<file path="src/rtl/uart_tx_arbiter_if.sv">
// rtl/uart_tx_arbiter_if.sv - FIFO read ports, UART launch port and status bundle for uart_tx_arbiter
//
// Purpose: groups the two FIFO read ports (empty flag, show-ahead data, pop strobe),
//          the uart_tx launch port (tx_start, tx_din, tx_done_tick) and the arbiter
//          control/status signals (en, grant, busy).
// Modports:
//   slave  - the arbiter itself (consumes flags/data, drives strobes and status)
//   master - the surrounding environment (FIFOs, uart_tx, controller)
interface uart_tx_arbiter_if #(
    parameter int DBIT = 8
);
    logic            en;
    logic            empty0;
    logic            empty1;
    logic [DBIT-1:0] dout0;
    logic [DBIT-1:0] dout1;
    logic            rd0;
    logic            rd1;
    logic            tx_start;
    logic [DBIT-1:0] tx_din;
    logic            tx_done_tick;
    logic            grant;
    logic            busy;

    modport slave (
        input  en, empty0, empty1, dout0, dout1, tx_done_tick,
        output rd0, rd1, tx_start, tx_din, grant, busy
    );

    modport master (
        output en, empty0, empty1, dout0, dout1, tx_done_tick,
        input  rd0, rd1, tx_start, tx_din, grant, busy
    );
endinterface

</file>
<file path="src/rtl/uart_tx_arbiter.sv">
// rtl/uart_tx_arbiter.sv - round-robin, burst-limited arbiter sharing one uart_tx between two TX FIFOs
//
// Purpose: picks FIFO0 or FIFO1 in IDLE, pops one byte (rd pulse) and launches it on the
//          UART (tx_start) in a single LOAD cycle, then waits in WAIT for tx_done_tick.
// Ports:
//   clk    - system clock, rising edge
//   reset  - asynchronous, active-high
//   bus    - uart_tx_arbiter_if.slave: en, empty0/1, dout0/1, rd0/1, tx_start, tx_din,
//            tx_done_tick, grant, busy
module uart_tx_arbiter #(
    parameter int DBIT  = 8,
    parameter int BURST = 4
) (
    input  logic              clk,
    input  logic              reset,
    uart_tx_arbiter_if.slave  bus
);
    localparam int BW = $clog2(BURST + 1);
    localparam logic [BW-1:0] BURST_MAX = BW'(BURST);
    localparam logic [BW-1:0] ONE       = BW'(1);

    typedef enum logic [1:0] {
        IDLE = 2'd0,
        LOAD = 2'd1,
        WAIT = 2'd2
    } state_t;

    state_t          state_q, state_d;
    logic            grant_q, grant_d;
    logic [DBIT-1:0] tx_din_q, tx_din_d;
    logic [BW-1:0]   burst_q, burst_d;
    logic            ch;

    // burst_q resets to BURST_MAX with grant_q=1 so the very first contested pick goes to channel 0.
    always_ff @(posedge clk or posedge reset) begin
        if (reset) begin
            state_q  <= IDLE;
            grant_q  <= 1'b1;
            tx_din_q <= '0;
            burst_q  <= BURST_MAX;
        end else begin
            state_q  <= state_d;
            grant_q  <= grant_d;
            tx_din_q <= tx_din_d;
            burst_q  <= burst_d;
        end
    end

    always_comb begin
        state_d  = state_q;
        grant_d  = grant_q;
        tx_din_d = tx_din_q;
        burst_d  = burst_q;
        ch       = grant_q;
        case (state_q)
            IDLE: begin
                if (bus.en && (!bus.empty0 || !bus.empty1)) begin
                    if (!bus.empty0 && !bus.empty1) begin
                        // Stay with the current owner until its burst is used up.
                        ch = (burst_q < BURST_MAX) ? grant_q : ~grant_q;
                    end else begin
                        // Exactly one is non-empty: empty0=1 means channel 1 is the one.
                        ch = bus.empty0;
                    end
                    grant_d  = ch;
                    tx_din_d = ch ? bus.dout1 : bus.dout0;
                    // A channel taken alone keeps counting, so a saturated count forces a
                    // switch as soon as the other FIFO refills.
                    if (ch == grant_q) begin
                        burst_d = (burst_q >= BURST_MAX) ? BURST_MAX : burst_q + ONE;
                    end else begin
                        burst_d = ONE;
                    end
                    state_d = LOAD;
                end
            end
            LOAD: begin
                state_d = WAIT;
            end
            WAIT: begin
                if (bus.tx_done_tick) begin
                    state_d = IDLE;
                end
            end
            default: begin
                state_d = IDLE;
            end
        endcase
    end

    // Strobes depend only on registered state and grant, so they carry no input-to-output paths.
    assign bus.rd0      = (state_q == LOAD) && !grant_q;
    assign bus.rd1      = (state_q == LOAD) &&  grant_q;
    assign bus.tx_start = (state_q == LOAD);
    assign bus.tx_din   = tx_din_q;
    assign bus.grant    = grant_q;
    assign bus.busy     = (state_q != IDLE);
endmodule
</file>
<file path="src/flat_wrapper.sv">
// flat-port wrapper written by rule: the top's interface ports become plain ports
module uart_tx_arbiter_flat 
#(
    parameter int DBIT  = 8,
    parameter int BURST = 4
)
  (clk, reset, bus_en, bus_empty0, bus_empty1, bus_dout0, bus_dout1, bus_tx_done_tick, bus_rd0, bus_rd1, bus_tx_start, bus_tx_din, bus_grant, bus_busy);
  uart_tx_arbiter_if #(.DBIT(DBIT)) bus_i ();
  input  logic clk;
  input  logic reset;
  input wire logic [$bits(bus_i.en)-1:0] bus_en;
  input wire logic [$bits(bus_i.empty0)-1:0] bus_empty0;
  input wire logic [$bits(bus_i.empty1)-1:0] bus_empty1;
  input wire logic [$bits(bus_i.dout0)-1:0] bus_dout0;
  input wire logic [$bits(bus_i.dout1)-1:0] bus_dout1;
  input wire logic [$bits(bus_i.tx_done_tick)-1:0] bus_tx_done_tick;
  output wire logic [$bits(bus_i.rd0)-1:0] bus_rd0;
  output wire logic [$bits(bus_i.rd1)-1:0] bus_rd1;
  output wire logic [$bits(bus_i.tx_start)-1:0] bus_tx_start;
  output wire logic [$bits(bus_i.tx_din)-1:0] bus_tx_din;
  output wire logic [$bits(bus_i.grant)-1:0] bus_grant;
  output wire logic [$bits(bus_i.busy)-1:0] bus_busy;
  assign bus_i.en = bus_en;
  assign bus_i.empty0 = bus_empty0;
  assign bus_i.empty1 = bus_empty1;
  assign bus_i.dout0 = bus_dout0;
  assign bus_i.dout1 = bus_dout1;
  assign bus_i.tx_done_tick = bus_tx_done_tick;
  assign bus_rd0 = bus_i.rd0;
  assign bus_rd1 = bus_i.rd1;
  assign bus_tx_start = bus_i.tx_start;
  assign bus_tx_din = bus_i.tx_din;
  assign bus_grant = bus_i.grant;
  assign bus_busy = bus_i.busy;
  uart_tx_arbiter #(.DBIT(DBIT), .BURST(BURST)) u_core (.clk(clk), .reset(reset), .bus(bus_i));
endmodule
</file>
<file path="config.mk">
export PLATFORM = sky130hd
export DESIGN_NAME = uart_tx_arbiter_flat
export DESIGN_NICKNAME = d
export VERILOG_FILES = /design/src/rtl/uart_tx_arbiter_if.sv /design/src/rtl/uart_tx_arbiter.sv /design/src/flat_wrapper.sv
export SDC_FILE = /design/constraint.sdc
export NUM_CORES = 1
export LEC_CHECK = 0
export CORE_AREA = 2 2 51 43
export DETAILED_ROUTE_END_ITERATION = 16
export DIE_AREA = 0 0 53 45
export PLACE_DENSITY_LB_ADDON = 0.15
export SLEW_MARGIN = 20
export SYNTH_ARGS = -nofsm -noshare
export SYNTH_HDL_FRONTEND = slang
export SYNTH_SLANG_ARGS = --single-unit
</file>
<file path="constraint.sdc">
create_clock -name clk -period 2.6 [get_ports clk]
set_input_delay 0.52 -clock clk [delete_from_list [all_inputs] [get_ports clk]]
set_output_delay 0.52 -clock clk [all_outputs]
set_load 0.05 [all_outputs]
</file>
### Word level (Yosys, flattened, before mapping)

Cells that the tools add are included.

* bits of input ports: 22
* logic and storage cells: 35
* bits in registers: 14
* output and inout port bits: 13

* $add $sub $neg: 1
* bitwise gates (word level): 1
* eq/ne operators: 5
* mux-type cells: 10
* reduce and logical (&&, ||, !) cells: 12
* magnitude comparators: 2

Operators with widths (count)
* 8-bit two-way mux: 1
* 3-bit two-way mux: 2
* 2-bit one-hot mux with 3 select lines: 1
* 1-bit logical AND: 4
* 1-bit two-way mux: 4
* 2-bit two-way mux: 2
* 2-bit AND reduction: 2
* 3-bit by 1-bit adder with 3-bit output (second input constant): 1
* 3-bit greater-or-equal comparator (second input constant): 1
* 1-bit logical NOT: 3
* 3-bit < comparator (second input constant): 1
* 2-bit by 1-bit == test with 1-bit output (second input constant): 1
* 2-bit == test (second input constant): 1
* 2-bit logical NOT: 1
* 2-bit by 1-bit inequality test with 1-bit output (second input constant): 1
* 2-bit inequality test (second input constant): 1
* 2-bit nonzero test: 1
* 1-bit == test: 1
* 1-bit logical OR: 1
* 1-bit inverter: 1

### Logic depth before layout (Yosys ltp)

* depth after elaboration: 7
* gate-level depth with buffers: 5
* depth with buffers taken out: 4

### Least setup slack after synthesis

Ideal clock, no wire load.

* kind: reg-to-output
* start: register u_core.state_q[1]
* end: output port bus_rd1
* buffers on the path: 0
* required time: 2.080 ns
* data arrival time: 1.374 ns
* path slack: 0.706 ns
* stages on the path, launching flop included: 4
* cell sequence: dfrtp_1 nand2b_1 inv_1 and2_1

* cells in the longest elaborated chain, start to end: 2

Ends and longest elaborated chain
* start: declaration: line uart_tx_arbiter.sv:28 `state_t state_q, state_d;`
* start signal: assignment: line uart_tx_arbiter.sv:42 `state_q <= state_d;`
* 2-bit by 1-bit == test with 1-bit output
* net bus_tx_start: line flat_wrapper.sv:19 `output wire logic [$bits(bus_i.tx_start)-1:0] bus_tx_start;`
* 1-bit logical AND: line uart_tx_arbiter.sv:93 `assign bus.rd1 = (state_q == LOAD) && grant_q;`
* end: declaration: line flat_wrapper.sv:18 `output wire logic [$bits(bus_i.rd1)-1:0] bus_rd1;`

The timed path passes the listed nets, and every way through them passes these cells.

### Worst setup path after layout

* start: register u_core.state_q[1]
* end: output port bus_rd1

* cells in the longest elaborated chain, start to end: 2

Ends and longest elaborated chain (line)
* 2-bit by 1-bit == test with 1-bit output: uart_tx_arbiter.sv:93
* 1-bit logical AND: uart_tx_arbiter.sv:93

No other way between the ends.

==> flow_metrics.env <==
export IMPL_status="complete, no violations"
export IMPL_drtIter0Drc=5
export IMPL_grt_overflow=0
export IMPL_cp_end_kind="output pin"
export IMPL_synth_cell_types=21
export IMPL_cpMaxStageDelayCell="clkdlybuf4s50_1"
export IMPL_final_cell_area_sq_um=1135
export IMPL_cts_resized=0
export IMPL_required_ns=2.08
export IMPL_root_buffer="clkbuf_4"
export IMPL_hold_path_class="register to register"
export IMPL_final_setup_viol_count=0
export IMPL_gp_congestion=0.6676
export IMPL_powerDensity_nw_per_um2=1012
export IMPL_netlist_instances=74
export IMPL_drv_cap=0
export IMPL_wirelength_microns=1599
export IMPL_synth_top_area_share_pct=39.41
export IMPL_synth_warnings=0
export IMPL_route_detailed_wl_per_inst_microns=12.02
export IMPL_path_class="register to output pin"
export IMPL_antenna_cells=0
export IMPL_via_per_inst=4.797
export IMPL_antenna_found_initial=0
export IMPL_io_pins=35
export IMPL_worst_pin_slew_ns=0.5196
export IMPL_clk_pin_slew_ns=0.08
export IMPL_vias=638
export IMPL_drtAntennaViolNets=0
export IMPL_arrival_ns=1.87
export IMPL_dpl_cell_area_sq_um=1109
export IMPL_numCtsBuffers=3
export IMPL_drcViolationCount=0
export IMPL_chipWidth_microns=53
export IMPL_n_fill_cell=171
export IMPL_clkLatencyLatePin_ns=0.28
export IMPL_area_growth_pct=48.93
export IMPL_seq_area_frac_synth_pct=46.31
export IMPL_slowest_delay_ns=0.79
export IMPL_max_freq_ghz=0.4178
export IMPL_grt_pass1_vias=603
export IMPL_finalCriticalPeriod_ns=2.394
export IMPL_cp_max_fo=5
export IMPL_netlist_area_sq_um=762.0
export IMPL_die_h_microns=45
export IMPL_seq_area_sq_um=352.8
export IMPL_io_buffer_count=34
export IMPL_p_leak_uw=0.0004841
export IMPL_max_slew_margin_pct=65.32
export IMPL_grt_max_degree=24
export IMPL_initial_core_util_pct=41.43
export IMPL_grt_usage_pct=16.28
export IMPL_nets=134
export IMPL_dieArea_sq_um=2385
export IMPL_dpl_hpwl_microns=1237
export IMPL_synth_area_per_cell_sq_um=10.30
export IMPL_postCtsSetupRepairBufs=0
export IMPL_cts_tree="yes"
export IMPL_grt_pass1_wl_microns=2670
export IMPL_final_period_utilization_pct=92.07
export IMPL_start_kind="register"
export IMPL_peakVddDrop_uv=565.4
export IMPL_synth_fp_nets=98
export IMPL_ys_ff_latch=14
export IMPL_hold_violations=0
export IMPL_rows=14
export IMPL_cts_buffer_depth=2
export IMPL_htree_levels=1
export IMPL_drtPass1Iterations=4
export IMPL_fin_tns_setup_ns=0
export IMPL_cp_cell_sequence="nand2b_1 -> inv_1 -> and2_1 -> clkdlybuf4s50_1"
export IMPL_multi_input_area_sq_um=366.6
export IMPL_drive_gt1_share_pct=10.09
export IMPL_hold_buffers=0
export IMPL_yosys_area_top_type="dfrtp_1"
export IMPL_clock_sinks=14
export IMPL_rsz0062_at_grt="no"
export IMPL_coreArea_sq_um=1839
export IMPL_synth_area_leaders="dfrtp_1 39%, mux2i_1 13%, a21oi_1 7.9%"
export IMPL_drv_slew=0
export IMPL_clock_skew_ns=0.003883
-- routing by layer --
metal / vias to the layer above / track usage [%] / share of wire [%]
met4: 0 / 4.615 / 0.81
met1: 286 / 16.67 / 39
li1: 325 / - / -
met2: 25 / 29.50 / 52
met3: 2 / 7.947 / 8.0
met5: - / 0 / 0
-- critical path, delay by kind of cell (launching register included) --
family / cells / cell delay [ns]
flip-flops: 1 / 0.42
AND/OR/NAND/NOR: 2 / 0.31
buffers and inverters: 2 / 0.87
-- where the power goes --
group / switching (uW) / internal, uW
Sequential: 69.6 / 310
Combinational: 399 / 243
Clock: 68.5 / 59.5
-- path summary, 6_finish.rpt --
check	startpoint	cells after the start	to	slack [ns]
worst max-delay path	u_core.state_q[1]$_DFFE_PP0P_	4	bus_rd1	0.21
worst min-delay path	u_core.bus.tx_din[6]$_DFFE_PP0P_	2	u_core.bus.tx_din[6]$_DFFE_PP0P_	0.53
worst max register to register	u_core.state_q[0]$_DFFE_PP0P_	4	u_core.burst_q[0]$_DFFE_PP0P_	0.96
worst min register to register	u_core.bus.tx_din[6]$_DFFE_PP0P_	2	u_core.bus.tx_din[6]$_DFFE_PP0P_	0.53
max in group asynchronous	reset	2	u_core.burst_q[2]$_DFFE_PP1P_	1.66
min in group asynchronous	reset	2	u_core.bus.tx_din[6]$_DFFE_PP0P_	0.57
-- registers in the layout, indices dropped and copies added, names as in the netlist --
signal,cells
u_core.burst_q,3
u_core.bus.grant,1
u_core.bus.tx_din,8
u_core.state_q,2
-- layout make-up --
type                       count  share of cell area, %
clock buffer                   4                  2.315
inverter                       5                  1.654
multi-input combinational     52                  32.30
sequential                    14                  31.09
tap                           24                  2.646
timing repair buffer          34                  29.99
-- placed cells by master, fill, tap and decap left out, types with 2 or more instances in the layout --
cell,Yosys,final
clkbuf_4,0,3
clkdlybuf4s50_1,0,34
a21oi_4,2,2
inv_1,5,5
dfrtp_1,12,12
dfstp_2,2,2
nand2b_1,2,2
o21ai_0,4,4
ha_1,2,2
o22ai_1,2,2
a21oi_1,12,12
nor2_1,11,11
mux2i_1,10,10
-- kinds of logic (layout without fill, tap and decap cells) --
group / count (synthesis) / in the layout / share of synthesized area, %
flops: 14 / 14 / 46.31
fa+ha+maj: 2 / 2 / 3.284
buf+inv: 8 / 43 / 5.583
mux: 10 / 10 / 13.14
compound gates: 20 / 20 / 16.42
simple gates: 19 / 19 / 13.14
xor+xnor: 1 / 1 / 2.135
-- cells in the mapped netlist, drive strengths merged --
master / number
a21oi: 14
nand2b: 2
and2: 2
dfrtp: 12
buf: 3
or2: 1
mux2i: 10
xor2: 1
ha: 2
inv: 5
dfstp: 2
nor3b: 1
nand3b: 1
o21ai: 4
o22ai: 2
nor2: 11
or3b: 1
-- stage by stage --
stage / utilization, % / setup slack, ns / hold slack [ns] / instances / total power (uW)
final: 61.70 / 0.2062 / 0.5310 / 133 / 1149
after floorplan: - / 0.7056 / 0.4078 / 74 / 821.4
after CTS: 61.70 / 0.1801 / 0.5392 / 133 / 1168
after detailed placement: 60.27 / 0.4117 / 0.5184 / 129 / 1033
after global placement: 60.27 / 0.4684 / 0.5110 / 129 / 1015
after global routing: 61.70 / 0.08367 / 0.5647 / 133 / 1229
Power figures use the tool's default switching activity.
